==> src/rtl/spam_master_arbiter_pkg.sv <==
// ----------------------------------------------------------------------------
// Module   : spam_master_arbiter_pkg
// Purpose  : SPAM bus field widths, device IDs and arbiter state encodings.
// Revision : 1.0 - initial release
// ----------------------------------------------------------------------------
`default_nettype none

package spam_master_arbiter_pkg;

  localparam int SPAM_DID_HI  = 3;
  localparam int SPAM_ADDR_HI = 23;
  localparam int SPAM_DATA_HI = 31;

  localparam logic [SPAM_DID_HI:0] SPAM_DID_CONSOLE = 4'h1;
  localparam logic [SPAM_DID_HI:0] SPAM_DID_TIMER   = 4'h2;
  localparam logic [SPAM_DID_HI:0] SPAM_DID_GPIO    = 4'h3;
  localparam logic [SPAM_DID_HI:0] SPAM_DID_SPI     = 4'h4;

  localparam logic [1:0] SPAM_ARB_IDLE = 2'd0;
  localparam logic [1:0] SPAM_ARB_WAIT = 2'd1;
  localparam logic [1:0] SPAM_ARB_ACK  = 2'd2;

endpackage

`default_nettype wire

==> src/rtl/spam_rr_pick.sv <==
// ----------------------------------------------------------------------------
// Module   : spam_rr_pick
// Purpose  : Combinational round-robin picker; first request after 'last'.
// Revision : 1.0 - initial release
// ----------------------------------------------------------------------------
`default_nettype none

module spam_rr_pick #(
  parameter int NREQ = 4,
  localparam int IDXW = (NREQ > 1) ? $clog2(NREQ) : 1
) (
  input  logic [NREQ-1:0] req,
  input  logic [IDXW-1:0] last,
  output logic            any,
  output logic [IDXW-1:0] grant
);

  // Scan farthest-first so the nearest requester after 'last' overwrites.
  always_comb begin
    any   = 1'b0;
    grant = '0;
    for (int k = NREQ; k >= 1; k--) begin
      if (req[(int'(last) + k) % NREQ]) begin
        any   = 1'b1;
        grant = IDXW'((int'(last) + k) % NREQ);
      end
    end
  end

endmodule

`default_nettype wire

==> src/rtl/spam_master_arbiter.sv <==
// ----------------------------------------------------------------------------
// Module   : spam_master_arbiter
// Purpose  : Round-robin sharing of the single SPAM master port, with timeout.
// Revision : 1.0 - initial release
// ----------------------------------------------------------------------------
`default_nettype none

module spam_master_arbiter
  import spam_master_arbiter_pkg::*;
#(
  parameter int NREQ    = 4,
  parameter int TIMEOUT = 16
) (
  input  logic                          clk,
  input  logic                          rst,
  input  logic [NREQ-1:0]               req_valid,
  input  logic [NREQ-1:0]               req_r_nw,
  input  logic [NREQ*(SPAM_DID_HI+1)-1:0]  req_did,
  input  logic [NREQ*(SPAM_ADDR_HI+1)-1:0] req_addr,
  input  logic [NREQ*(SPAM_DATA_HI+1)-1:0] req_wdata,
  output logic [NREQ-1:0]               req_ack,
  output logic                          req_err,
  output logic [SPAM_DATA_HI:0]         req_rdata,
  output logic                          spamo_valid,
  output logic                          spamo_r_nw,
  output logic [SPAM_DID_HI:0]          spamo_did,
  output logic [SPAM_ADDR_HI:0]         spamo_addr,
  output logic [SPAM_DATA_HI:0]         spamo_data,
  input  logic                          spami_busy_b,
  input  logic [SPAM_DATA_HI:0]         spami_data
);

  localparam int IDXW = (NREQ > 1) ? $clog2(NREQ) : 1;
  localparam int CW   = $clog2(TIMEOUT);
  localparam int DIDW = SPAM_DID_HI + 1;
  localparam int AW   = SPAM_ADDR_HI + 1;
  localparam int DW   = SPAM_DATA_HI + 1;
  localparam logic [CW-1:0] CNT_LAST = CW'(TIMEOUT - 1);

  logic [1:0]      state_q, state_d;
  logic [IDXW-1:0] grant_q, grant_d;
  logic [IDXW-1:0] rr_last_q, rr_last_d;
  logic [CW-1:0]   cnt_q, cnt_d;
  logic [NREQ-1:0] req_ack_q, req_ack_d;
  logic            req_err_q, req_err_d;
  logic [DW-1:0]   req_rdata_q, req_rdata_d;
  logic            spamo_valid_q, spamo_valid_d;
  logic            spamo_r_nw_q, spamo_r_nw_d;
  logic [DIDW-1:0] spamo_did_q, spamo_did_d;
  logic [AW-1:0]   spamo_addr_q, spamo_addr_d;
  logic [DW-1:0]   spamo_data_q, spamo_data_d;

  logic            w_any;
  logic [IDXW-1:0] w_pick;
  logic [NREQ-1:0] w_ack_onehot;

  spam_rr_pick #(.NREQ(NREQ)) u_pick (
    .req   (req_valid),
    .last  (rr_last_q),
    .any   (w_any),
    .grant (w_pick)
  );

  assign w_ack_onehot = NREQ'(1) << grant_q;

  always_ff @(posedge clk) begin
    if (rst) begin
      state_q       <= SPAM_ARB_IDLE;
      grant_q       <= '0;
      rr_last_q     <= IDXW'(NREQ - 1);
      cnt_q         <= '0;
      req_ack_q     <= '0;
      req_err_q     <= 1'b0;
      req_rdata_q   <= '0;
      spamo_valid_q <= 1'b0;
      spamo_r_nw_q  <= 1'b0;
      spamo_did_q   <= '0;
      spamo_addr_q  <= '0;
      spamo_data_q  <= '0;
    end else begin
      state_q       <= state_d;
      grant_q       <= grant_d;
      rr_last_q     <= rr_last_d;
      cnt_q         <= cnt_d;
      req_ack_q     <= req_ack_d;
      req_err_q     <= req_err_d;
      req_rdata_q   <= req_rdata_d;
      spamo_valid_q <= spamo_valid_d;
      spamo_r_nw_q  <= spamo_r_nw_d;
      spamo_did_q   <= spamo_did_d;
      spamo_addr_q  <= spamo_addr_d;
      spamo_data_q  <= spamo_data_d;
    end
  end

  always_comb begin
    state_d = state_q;
    case (state_q)
      SPAM_ARB_IDLE: if (w_any) state_d = SPAM_ARB_WAIT;
      SPAM_ARB_WAIT: if (spami_busy_b || cnt_q == CNT_LAST) state_d = SPAM_ARB_ACK;
      SPAM_ARB_ACK:  state_d = SPAM_ARB_IDLE;
      default:       state_d = SPAM_ARB_IDLE;
    endcase
  end

  always_comb begin
    grant_d       = grant_q;
    rr_last_d     = rr_last_q;
    cnt_d         = cnt_q;
    req_ack_d     = '0;
    req_err_d     = req_err_q;
    req_rdata_d   = req_rdata_q;
    spamo_valid_d = 1'b0;
    spamo_r_nw_d  = spamo_r_nw_q;
    spamo_did_d   = spamo_did_q;
    spamo_addr_d  = spamo_addr_q;
    spamo_data_d  = spamo_data_q;
    case (state_q)
      SPAM_ARB_IDLE: begin
        if (w_any) begin
          spamo_valid_d = 1'b1;
          spamo_r_nw_d  = req_r_nw[w_pick];
          spamo_did_d   = req_did[int'(w_pick)*DIDW +: DIDW];
          spamo_addr_d  = req_addr[int'(w_pick)*AW +: AW];
          spamo_data_d  = req_wdata[int'(w_pick)*DW +: DW];
          grant_d       = w_pick;
          rr_last_d     = w_pick;
          cnt_d         = '0;
        end
      end
      SPAM_ARB_WAIT: begin
        // A response in the expiring cycle still counts as a good completion.
        if (spami_busy_b) begin
          req_rdata_d = spami_data;
          req_err_d   = 1'b0;
          req_ack_d   = w_ack_onehot;
        end else if (cnt_q == CNT_LAST) begin
          req_rdata_d = '1;
          req_err_d   = 1'b1;
          req_ack_d   = w_ack_onehot;
        end else begin
          cnt_d = cnt_q + 1'b1;
        end
      end
      SPAM_ARB_ACK: req_err_d = 1'b0;
      default: ;
    endcase
  end

  assign req_ack     = req_ack_q;
  assign req_err     = req_err_q;
  assign req_rdata   = req_rdata_q;
  assign spamo_valid = spamo_valid_q;
  assign spamo_r_nw  = spamo_r_nw_q;
  assign spamo_did   = spamo_did_q;
  assign spamo_addr  = spamo_addr_q;
  assign spamo_data  = spamo_data_q;

endmodule

`default_nettype wire

==> config.mk <==
export PLATFORM = sky130hd
export DESIGN_NAME = spam_master_arbiter
export DESIGN_NICKNAME = d
export VERILOG_FILES = /design/src/rtl/spam_master_arbiter_pkg.sv /design/src/rtl/spam_rr_pick.sv /design/src/rtl/spam_master_arbiter.sv
export SDC_FILE = /design/constraint.sdc
export NUM_CORES = 1
export LEC_CHECK = 0
export BUFFER_PORTS_ARGS = -buffer_cell sky130_fd_sc_hd__buf_2
export CORE_AREA = 2 2 150 152
export CTS_BUF_LIST = sky130_fd_sc_hd__clkbuf_8
export CTS_CLUSTER_SIZE = 16
export DETAILED_ROUTE_END_ITERATION = 8
export DIE_AREA = 0 0 152 154
export SLEW_MARGIN = 20
export SYNTH_ARGS = -nofsm -noshare
export SYNTH_HDL_FRONTEND = slang
export SYNTH_SLANG_ARGS = --single-unit
==> constraint.sdc <==
create_clock -name clk -period 5.24 [get_ports clk]
set_clock_uncertainty 0.15 [all_clocks]
set_input_delay 0.786 -clock clk [delete_from_list [all_inputs] [get_ports clk]]
set_output_delay 0.786 -clock clk [all_outputs]
set_load 0.02 [all_outputs]
**Yosys cells after proc, flatten, opt, wreduce, memory -nomap -nowiden**

Cells that the tools add are included.

- Add/sub/neg operators: 5
- $mul: 1
- Div/mod/pow operators: 0
- $lt $le $gt $ge: 5
- Equal/unequal tests: 8
- Shift-type cells: 4
- Mux-type cells: 37
- Bitwise operators: 6
- Reduce and logical (&&, ||, !) cells: 16

Operator list:

| operator | count |
|---|---|
| variable part select 128 x 8 -> 32 bit | 1 |
| variable part select 96 x 8 -> 24 bit | 1 |
| two-way mux 32 bit | 2 |
| two-way mux 4 bit | 5 |
| < comparator 3 x 4 -> 1 bit (second input constant) | 4 |
| two-way mux 1 bit | 16 |
| variable part select 16 x 5 -> 4 bit | 1 |
| two-way mux 2 bit | 6 |
| OR reduction 2 bit | 6 |
| binary-select mux 1 bit (select 2 bit) | 5 |
| case mux 4 bit (2 select lines) | 1 |
| AND reduction 2 bit | 4 |
| inequality test 2 bit (second input constant) | 3 |
| nonzero test 2 bit | 3 |
| adder 2 x 1 -> 2 bit (second input constant) | 2 |
| adder 2 bit (second input constant) | 2 |
| adder 4 x 1 -> 4 bit (second input constant) | 1 |
| AND 1 bit (first input constant) | 4 |
| equality test 4 bit (second input constant) | 1 |
| multiplier 2 x 2 -> 4 bit (second input constant) | 1 |
| case mux 2 bit (2 select lines) | 1 |
| AND reduction 4 bit | 1 |
| left shift 1 x 2 -> 4 bit (first input constant) | 1 |
| < comparator 2 x 3 -> 1 bit (second input constant) | 1 |
| 8 further kinds | 9 |

- Flip-flop bits (word level): 109
- Latch bits: 0
- Bits in writable memories: 0
- ROM bits: 0
- Input port bits: 283
- Output and inout port bits: 99
- Logic and storage cells: 94
- Memories: 0

**Longest topological paths before layout**

Gate-level depths: netlist (run 1).

- Depth after elaboration: 12
- Mapped depth: 8
- Gate-level depth less buffers: 6

**By module**

A second synthesis (run 1) with hierarchy kept.

- Cells, all modules: 435
- Area total of the unflattened synthesis: 5072.4 µm²

By module, submodules not included:

| module | instances | cells each | area each (µm²) | seq. area each (µm²) |
|---|---|---|---|---|
| spam_master_arbiter | 1 | 421 | 4981.0 | 2182.1 |
| spam_rr_pick | 1 | 14 | 91.3 | 0.0 |

**Worst setup path after synthesis (run 1)**

No wires, ideal clock.

- Kind: input to register
- Start point: in req_valid[0]
- End point: reg spamo_addr_q[10] (netlist: spamo_addr[10])
- Setup time: 0.133 ns
- Data arrival time: 1.974 ns
- Data required time: 4.957 ns
- Slack: 2.982 ns
- Stages: 8
- Buffers on the path: 3
- Cells stage by stage: nand2b_1 -> a21bo_1 -> buf_2 -> nand3_1 -> buf_4 -> buf_4 -> mux2i_1 -> o221ai_1

- Cells in the longest elaborated chain, start to end: 9
- Elaborated cells between the ends (all ways): 23
- Classes of those cells: mul: 1; shift: 1; mux: 20; reduce/logical: 1

Ends and longest elaborated chain:

| what | line | RTL |
|---|---|---|
| start: declaration | spam_master_arbiter.sv:16 | `input logic [NREQ-1:0] req_valid,` |
| binary-select mux 1 bit (select 2 bit) | spam_rr_pick.sv:23 | `if (req[(int'(last) + k) % NREQ]) begin` |
| two-way mux 1 bit (not written as such) (2 in a row) | spam_rr_pick.sv:23 |  |
| two-way mux 2 bit (4 in a row) | spam_rr_pick.sv:23 |  |
| multiplier 2 x 2 -> 4 bit | spam_master_arbiter.sv:124 | `spamo_addr_d = req_addr[int'(w_pick)*AW +: AW];` |
| variable part select 96 x 8 -> 24 bit | spam_master_arbiter.sv:124 |  |
| end signal: assignment | spam_master_arbiter.sv:91 | `spamo_addr_q <= spamo_addr_d;` |
| end: declaration | spam_master_arbiter.sv:50 | `logic [AW-1:0] spamo_addr_q, spamo_addr_d;` |

Several ways; a longest one is shown, not always the timed one. The select of a mux whose other input is x is not followed.
A chain may end at the register's enable or synchronous reset.

**Worst setup path in the final report (run 1)**

- Start point: in req_valid[3]
- End point: reg spamo_data_q[16] (netlist: spamo_data[16])

- Cells in the longest elaborated chain, start to end: 8
- Elaborated cells between the ends (all ways): 22
- Classes of those cells: shift: 1; mux: 20; reduce/logical: 1

Ends and longest elaborated chain:

| what | line | RTL |
|---|---|---|
| binary-select mux 1 bit (select 2 bit) | spam_rr_pick.sv:23 |  |
| two-way mux 1 bit (not written as such) (2 in a row) | spam_rr_pick.sv:23 |  |
| two-way mux 2 bit or two-way mux 1 bit (tied branches) (4 in a row) | spam_rr_pick.sv:23 |  |
| variable part select 128 x 8 -> 32 bit or AND reduction 2 bit (tied branches) | - |  |
| end signal: assignment | spam_master_arbiter.sv:92 | `spamo_data_q <= spamo_data_d;` |
| end: declaration | spam_master_arbiter.sv:51 | `logic [DW-1:0] spamo_data_q, spamo_data_d;` |

Several ways; a longest one is shown, not always the timed one. The select of a mux whose other input is x is not followed.

==> results.yml, run 1 <==
drt:
  wl_per_cell_um: 16.4
  first_pass_iters: 4
  via_per_inst: 4.92
  ant_nets: 0
  drc: 0
  totalWireLength_mm: 21.7
  drtIter0Drc: 353
  via_count: 6507
clock_network:
  cts_resized: 0
  clkSinkCount: 109
  cts-root-buf: "clkbuf_8"
  cts.reportedPaths.clkPinSlew_ns: 0.11
  ctsHoldBuffers: 0
  cts_buffers: 9
  clk_latency_ns: 0.39
  clock_path_buffers: 2
  tritoncts: "built"
  h-tree-depth: 3
  post_cts_buffers: 0
critical_path:
  cp.required_ns: 5.32
  worst-path-stages: 7
  critical_path_peak_fanout: 51
  slowest_delay_ns: 0.69
  path_buf_inv: 2
  path_class: "input port to register"
  crit_family: "simple AND/OR/NAND/NOR gates"
  crit_chain: "buf_2 -> nand2b_1 -> a21bo_2 -> nand3_4 -> buf_12 -> mux2i_1 -> o221ai_1"
  arrival_ns: 3.17
  end_kind: "register"
  cp-start-kind: "input port"
  rr_worst_depth: 6
  cpMaxStageDelayCell: "nand3_4"
floorplan:
  die_w_um: 152
  fp.dieH_um: 154
  core_mm2: 0.0217
  placementRows: 54
  dieArea_mm2: 0.0234
  start_util_pct: 27.1
  ios: 382
placed_design:
  dpl_cell_area_mm2: 0.00796
  port_buffers: 381
  gp_congestion: 0.794
  place_ws_ns: 1.67
  dp_hpwl_mm: 15.9
cells_and_area:
  area_growth_pct: 38.5
  nNetsFinal: 1321
  num_antenna_cells: 0
  finalInstanceArea_mm2: 0.00815
  drive_above_1_share_pct: 39.8
grt:
  grt_pass1_vias: 6367
  antenna_found_initial: 0
  grt_usage_pct: 17.9
  grt_max_degree: 81
  grt.overflow.total: 0
  grt_pass1_wl_mm: 33.8
pwr:
  peakVddDrop_uv: 126
  p_total_mw: 2.33
  cellPowerDensity_mw_per_mm2: 285
  power.leakage_nw: 3.98
flow_run:
  maxCapViolations: 0
worst_hold_path:
  whs_path_depth: 2
  hp-class: "register to register"
logic_synthesis:
  ys_seq_area_share_pct: 37.1
  syn-num-nets: 988
  ys_ff_latch: 109
  ys.warnings.count: 0
  syn_area_mm2: 0.00589
  synth.distinct_cells: 37
  syn_inst: 704
  syn_area_per_cell_um2: 8.36
sta:
  rsz0062_at_grt: "no"
  final-hold-violation-count: 0
  setup_viol: 0
  max_freq_mhz: 323
  worst_slew_pin_slew_ns: 1.02
  worst_slack_ns: 2.15
  slew-limit-headroom_pct: 32.0
  finalCriticalPeriod_ns: 3.09
  fin_crit_sh_pct: 59.1
  slew_viol_final: 0
  finalSetupTns_ns: 0
  hold_ws_ns: 0.326
status:
  status: "finished clean"
==> synth_stat cells <==
master    number  share of area (%)
and3_1         1               0.11
xor2_1         2               0.30
nor2_1        60                3.8
clkbuf_1      42                2.7
nor2b_1        2               0.21
nand3_2        1               0.17
dfxtp_1      109                 37
o21bai_1       1               0.13
o221ai_1      20                3.0
a21oi_2        1               0.15
buf_1          1              0.064
buf_2         16                1.4
buf_6          1               0.19
a221oi_1       1               0.15
and4_1        40                5.9
o21ai_0       56                4.8
a21bo_1        1               0.17
o211ai_1      42                5.4
a21oi_1        8               0.68
nor3_1        19                1.6
ha_1           1               0.21
nand3b_1      35                4.5
inv_1         41                2.6
o22a_1         1               0.15
mux2i_1       82                 14
nand2_1       51                3.3
a21o_1         1               0.13
nand3_1        5               0.42
nand2b_1       6               0.64
or4_1          1               0.13
nor4b_1        1               0.15
buf_4          9                1.1
nor4_1         1               0.11
inv_2          1              0.064
xnor2_1        1               0.15
o21ai_1        1              0.085
a31oi_1       42                4.5
==> layout by cell type, fill, tap and decap left out, types with 2 or more instances in the layout <==
| cell | n |
|---|---|
| a21oi_1 | 7 |
| a21oi_4 | 2 |
| a31oi_1 | 42 |
| and4_1 | 40 |
| buf_2 | 381 |
| buf_4 | 9 |
| clkbuf_8 | 9 |
| dfxtp_1 | 109 |
| inv_1 | 42 |
| inv_6 | 3 |
| mux2i_1 | 82 |
| nand2_1 | 51 |
| nand2b_1 | 6 |
| nand3_1 | 4 |
| nand3b_1 | 35 |
| nor2_1 | 60 |
| nor3_1 | 19 |
| o211ai_1 | 42 |
| o21ai_0 | 56 |
| o221ai_1 | 20 |
| xor2_1 | 2 |
==> tightest hold or removal path, cell delays in order (launching register included) <==
cell      delay (ns)
dfxtp_1         0.34
nand2_1         0.05
o211ai_1        0.06
==> power breakdown <==
part / internal, mW / switching [mW] / total (mW)
logic: 0.331 / 0.478 / 0.809
registers: 0.935 / 0.0544 / 0.989
clock network: 0.185 / 0.343 / 0.528
total: 1.45 / 0.875 / 2.33
==> kinds of logic after synthesis <==
family | share of synthesized area (%)
DFF | 37.1
AOI/OAI and AO/OA | 19.2
and+or+nand+nor | 21.0
muxes | 13.9
xor gates and xnor gates | 0.446
buffers and inverters | 8.12
adders and majority gates | 0.212
==> registers in the layout (all words and copies together), names as in the netlist <==
| name | count |
|---|---|
| cnt_q | 4 |
| grant_q | 2 |
| req_ack | 4 |
| req_err | 1 |
| req_rdata | 32 |
| rr_last_q | 2 |
| spamo_addr | 24 |
| spamo_data | 32 |
| spamo_did | 4 |
| spamo_r_nw | 1 |
| spamo_valid | 1 |
| state_q | 2 |
==> layer usage <==
| layer | global-route usage, % | vias to the layer above | wire length (µm) | part of all wire [%] |
|---|---|---|---|---|
| met5 | 0 | - | 0 | 0 |
| met2 | 31.9 | 281 | 10600 | 49 |
| li1 | - | 3228 | - | - |
| met4 | 4.72 | 0 | 344 | 1.6 |
| met1 | 20.9 | 2977 | 9180 | 42 |
| met3 | 5.27 | 21 | 1610 | 7.4 |
==> layout make-up <==
cell class                 count  area (µm²)
sequential                   109        2180
tap                          280         350
inverter                      42         158
clock buffer                   9         124
timing repair buffer         391        1990
fill                        2281       13500
multi-input combinational    484        3280
clock inverter                 7        65.1
==> through the flow <==
stage / utilization, % / instances
3_5_place_dp: 36.7 / 1306
5_1_grt: 37.6 / 1322
4_1_cts: 37.6 / 1322
3_3_place_gp: 36.7 / 1306
6_report: 37.6 / 1322
2_1_floorplan: - / 704
==> final timing paths <==
kind	endpoint	slack [ns]	from
min reg2reg	spamo_addr[15]	0.33	spamo_addr[15]
min	spamo_addr[15]	0.33	spamo_addr[15]
max	spamo_data[16]	2.15	req_valid[3]
max reg2reg	spamo_data[16]	2.27	rr_last_q[0]
Power figures use the tool's default switching activity.
==> run 2, diff against run 1 <==
--- a/config.mk
+++ b/config.mk
@@ -5,12 +5,13 @@
 export SDC_FILE = /design/constraint.sdc
 export NUM_CORES = 1
 export LEC_CHECK = 0
+export ABC_AREA = 1
 export BUFFER_PORTS_ARGS = -buffer_cell sky130_fd_sc_hd__buf_2
-export CORE_AREA = 2 2 150 152
+export CORE_AREA = 2 2 146 148
 export CTS_BUF_LIST = sky130_fd_sc_hd__clkbuf_8
 export CTS_CLUSTER_SIZE = 16
 export DETAILED_ROUTE_END_ITERATION = 8
-export DIE_AREA = 0 0 152 154
+export DIE_AREA = 0 0 148 150
 export SLEW_MARGIN = 20
 export SYNTH_ARGS = -nofsm -noshare
 export SYNTH_HDL_FRONTEND = slang
==> constraint.sdc (replaced) <==
create_clock -name clk -period 3.2 [get_ports clk]
set_clock_uncertainty 0.15 [all_clocks]
set_input_delay 0.48 -clock clk [delete_from_list [all_inputs] [get_ports clk]]
set_output_delay 0.48 -clock clk [all_outputs]
set_load 0.02 [all_outputs]
==> run 2 against run 1 <==
Flip-flop and latch count unchanged; hold slack got worse by 0.21 ns; synthesized area increased by 0.68%; clock power rose by 76%; wire length up 0.21%; die area decreased by 5.2%; first-iteration DRC count shrank 13%; non-clock buffer count is 7 higher; critical path depth up 6; register-to-register slack worse by 1.5 ns; worst setup slack worse by 1.4 ns.
==> results.yml, run 2 <==
status:
  status: "finished clean"
placed_design:
  place_ws_ns: 0.726
  port_buffers: 381
  dp_hpwl_mm: 15.9
  gp_congestion: 0.911
clock_network:
  clock_path_buffers: 2
  h-tree-depth: 3
  cts_buffers: 9
  clk_latency_ns: 0.40
  cts.reportedPaths.clkPinSlew_ns: 0.14
  ctsHoldBuffers: 0
  cts-root-buf: "clkbuf_8"
  cts_resized: 0
  tritoncts: "built"
  post_cts_buffers: 0
  clkSinkCount: 109
critical_path:
  arrival_ns: 2.59
  cpMaxStageDelayCell: "dfxtp_1"
  cp-start-kind: "register"
  crit_family: "simple AND/OR/NAND/NOR gates"
  critical_path_peak_fanout: 42
  path_buf_inv: 3
  worst_path_most_repeated_cell: "nand2_1"
  r2r_slack_ns: 0.76
  rr_worst_depth: 13
  end_kind: "register"
  slowest_delay_ns: 0.50
  path_class: "register to register"
  worstReg2RegStart: "rr_last_q[0]"
  r2r-end: "spamo_addr[4]"
  cp.required_ns: 3.35
  crit_chain: "inv_4 -> nand2_1 -> nand2_1 -> nand2_1 -> nand2_1 -> nor2_2 -> nand2_1 -> nand3_2 -> buf_4 -> nor2_1 -> buf_4 -> nand3_1 -> nand3_1"
logic_synthesis:
  ys.flop_type: "dfxtp_1"
  synthTopCellsByArea: "dfxtp_1 37%, nand2_1 24%, nand3_1 21%, inv_1 3.7%, o221ai_1 2.5%"
  yosys.area.top_type: "dfxtp_1"
  syn_inst: 946
  ys_ff_latch: 109
  synthTopCellsByCount: "383 x nand2_1, 254 x nand3_1, 109 x dfxtp_1"
  synth.distinct_cells: 25
  synth_top_area_share_pct: 36.8
  synth-edff-count: 0
  ys.warnings.count: 0
  syn_area_mm2: 0.00593
  yosysMostFrequentCell: "nand2_1"
  ys_seq_area_share_pct: 36.8
  syn-num-nets: 1230
  synth-async-reset-ratio_pct: 0
  syn_area_per_cell_um2: 6.27
pwr:
  p_int_mw: 3.87
  switching_share_pct: 54.2
  power.leakage_nw: 4.74
  net-switching-power_mw: 4.58
  peakVddDrop_uv: 773
  clkPwrFrac_pct: 11.0
  cellPowerDensity_mw_per_mm2: 1030
  p_total_mw: 8.45
  power.share.sequential_pct: 22.8
  p_comb_share_pct: 66.2
sta:
  hold_ws_ns: 0.119
  rsz0062_at_grt: "no"
  finalSetupTns_ns: 0
  worst_slack_ns: 0.760
  slew-limit-headroom_pct: 65.9
  worst_slew_pin_slew_ns: 0.512
  max_freq_mhz: 410
  fin_crit_sh_pct: 76.2
  final-hold-violation-count: 0
  setup_viol: 0
  slew_viol_final: 0
  finalCriticalPeriod_ns: 2.44
grt:
  grt.overflow.total: 0
  grt_pass1_wl_mm: 33.8
  grt_usage_pct: 18.7
  grt_pass1_vias: 6888
  antenna_found_initial: 0
  grt_max_degree: 81
cells_and_area:
  layout_commonest_cell: "nand2_1"
  multi_input_area_mm2: 0.00315
  drive_above_1_share_pct: 32.9
  area_growth_pct: 38.8
  seqCellArea_mm2: 0.00218
  nNetsFinal: 1575
  num_antenna_cells: 0
  n_fill_cell: 2267
  final_cell_mix: "383 x nand2_1, 381 x buf_2, 254 x nand3_1"
drt:
  via_count: 7337
  wl_per_cell_um: 13.8
  drc: 0
  via_per_inst: 4.67
  drtIter0Drc: 308
  ant_nets: 0
  first_pass_iters: 6
  totalWireLength_mm: 21.7
worst_hold_path:
  worst_hold_path.endpoint: "req_rdata[21]"
  whs_path_depth: 3
  worstHoldStart: "spami_data[21]"
  hp-class: "input port to register"
floorplan:
  core_mm2: 0.0207
  die_w_um: 148
  fp.dieH_um: 150
  start_util_pct: 28.7
  ios: 382
  placementRows: 53
  dieArea_mm2: 0.0222
flow_run:
  maxCapViolations: 0
## run 2: cell types whose count changed in the layout (fill, tap and decap cells not counted), sizes merged, moves of 21 or more
cell and delta:
mux2i -82, a31oi -42, nand3b -35, and4 -40, o21ai -41, nor2 -46
nand2 +336, inv +21, o211ai -41, nand3 +250
## run 2: kinds of logic (layout without fill, tap and decap cells)
kind of cell	after synthesis	in the layout	synth area share (%)
buf+inv	130	480	10.0
compound gates	43	43	4.79
fa+ha+maj	1	1	0.211
flops	109	109	36.8
simple gates	663	663	48.2
## run 2: through the flow
stage / utilization (%) / std cells / cell area (µm²)
finish: 39.8 / 1571 / 8230
global route: 39.8 / 1571 / 8230
CTS: 39.8 / 1571 / 8230
detailed placement: 38.7 / 1555 / 8000
global placement: 38.7 / 1555 / 8000
floorplan: - / 946 / 5930
## run 2: worst max path at each step
stage               cells after the start            end          from
finish                                 13  spamo_addr[4]  rr_last_q[0]
floorplan                              13  spamo_data[1]  req_valid[3]
global placement                       13  spamo_addr[8]  req_valid[3]
global route                           13  spamo_addr[8]  rr_last_q[0]
detailed placement                     13  spamo_addr[4]  req_valid[3]
CTS                                    13  spamo_addr[4]  rr_last_q[0]
## run 2: worst min-delay path, cell delays in order
cell	delay [ns]
buf_2	0.07
o21ai_0	0.06
nand2_1	0.05
## run 2: layer usage
layer / vias up / track usage (%) / wire length (µm)
met2: 270 / 31.5 / 10400
met1: 3269 / 23.7 / 9250
met3: 39 / 3.48 / 1560
met4: 0 / 7.38 / 567
met5: - / 0 / 0
li1: 3759 / - / -
## run 2: layout make-up
type                       instances  area share (%)
inverter                          66            3.04
clock buffer                       9            1.51
sequential                       109            26.5
timing repair buffer             398            25.2
tap                              275            4.18
clock inverter                     7            1.23
multi-input combinational        707            38.3
## run 2: power by group through the flow
stage / clock (mW) / sequential [mW] / combinational (mW)
after floorplan: 0 / 2.31 / 3.82
after global placement: 0 / 1.95 / 5.64
after detailed placement: 0 / 1.95 / 5.67
after CTS: 0.992 / 1.93 / 5.68
after global routing: 1.03 / 1.97 / 6.33
final: 0.929 / 1.93 / 5.60
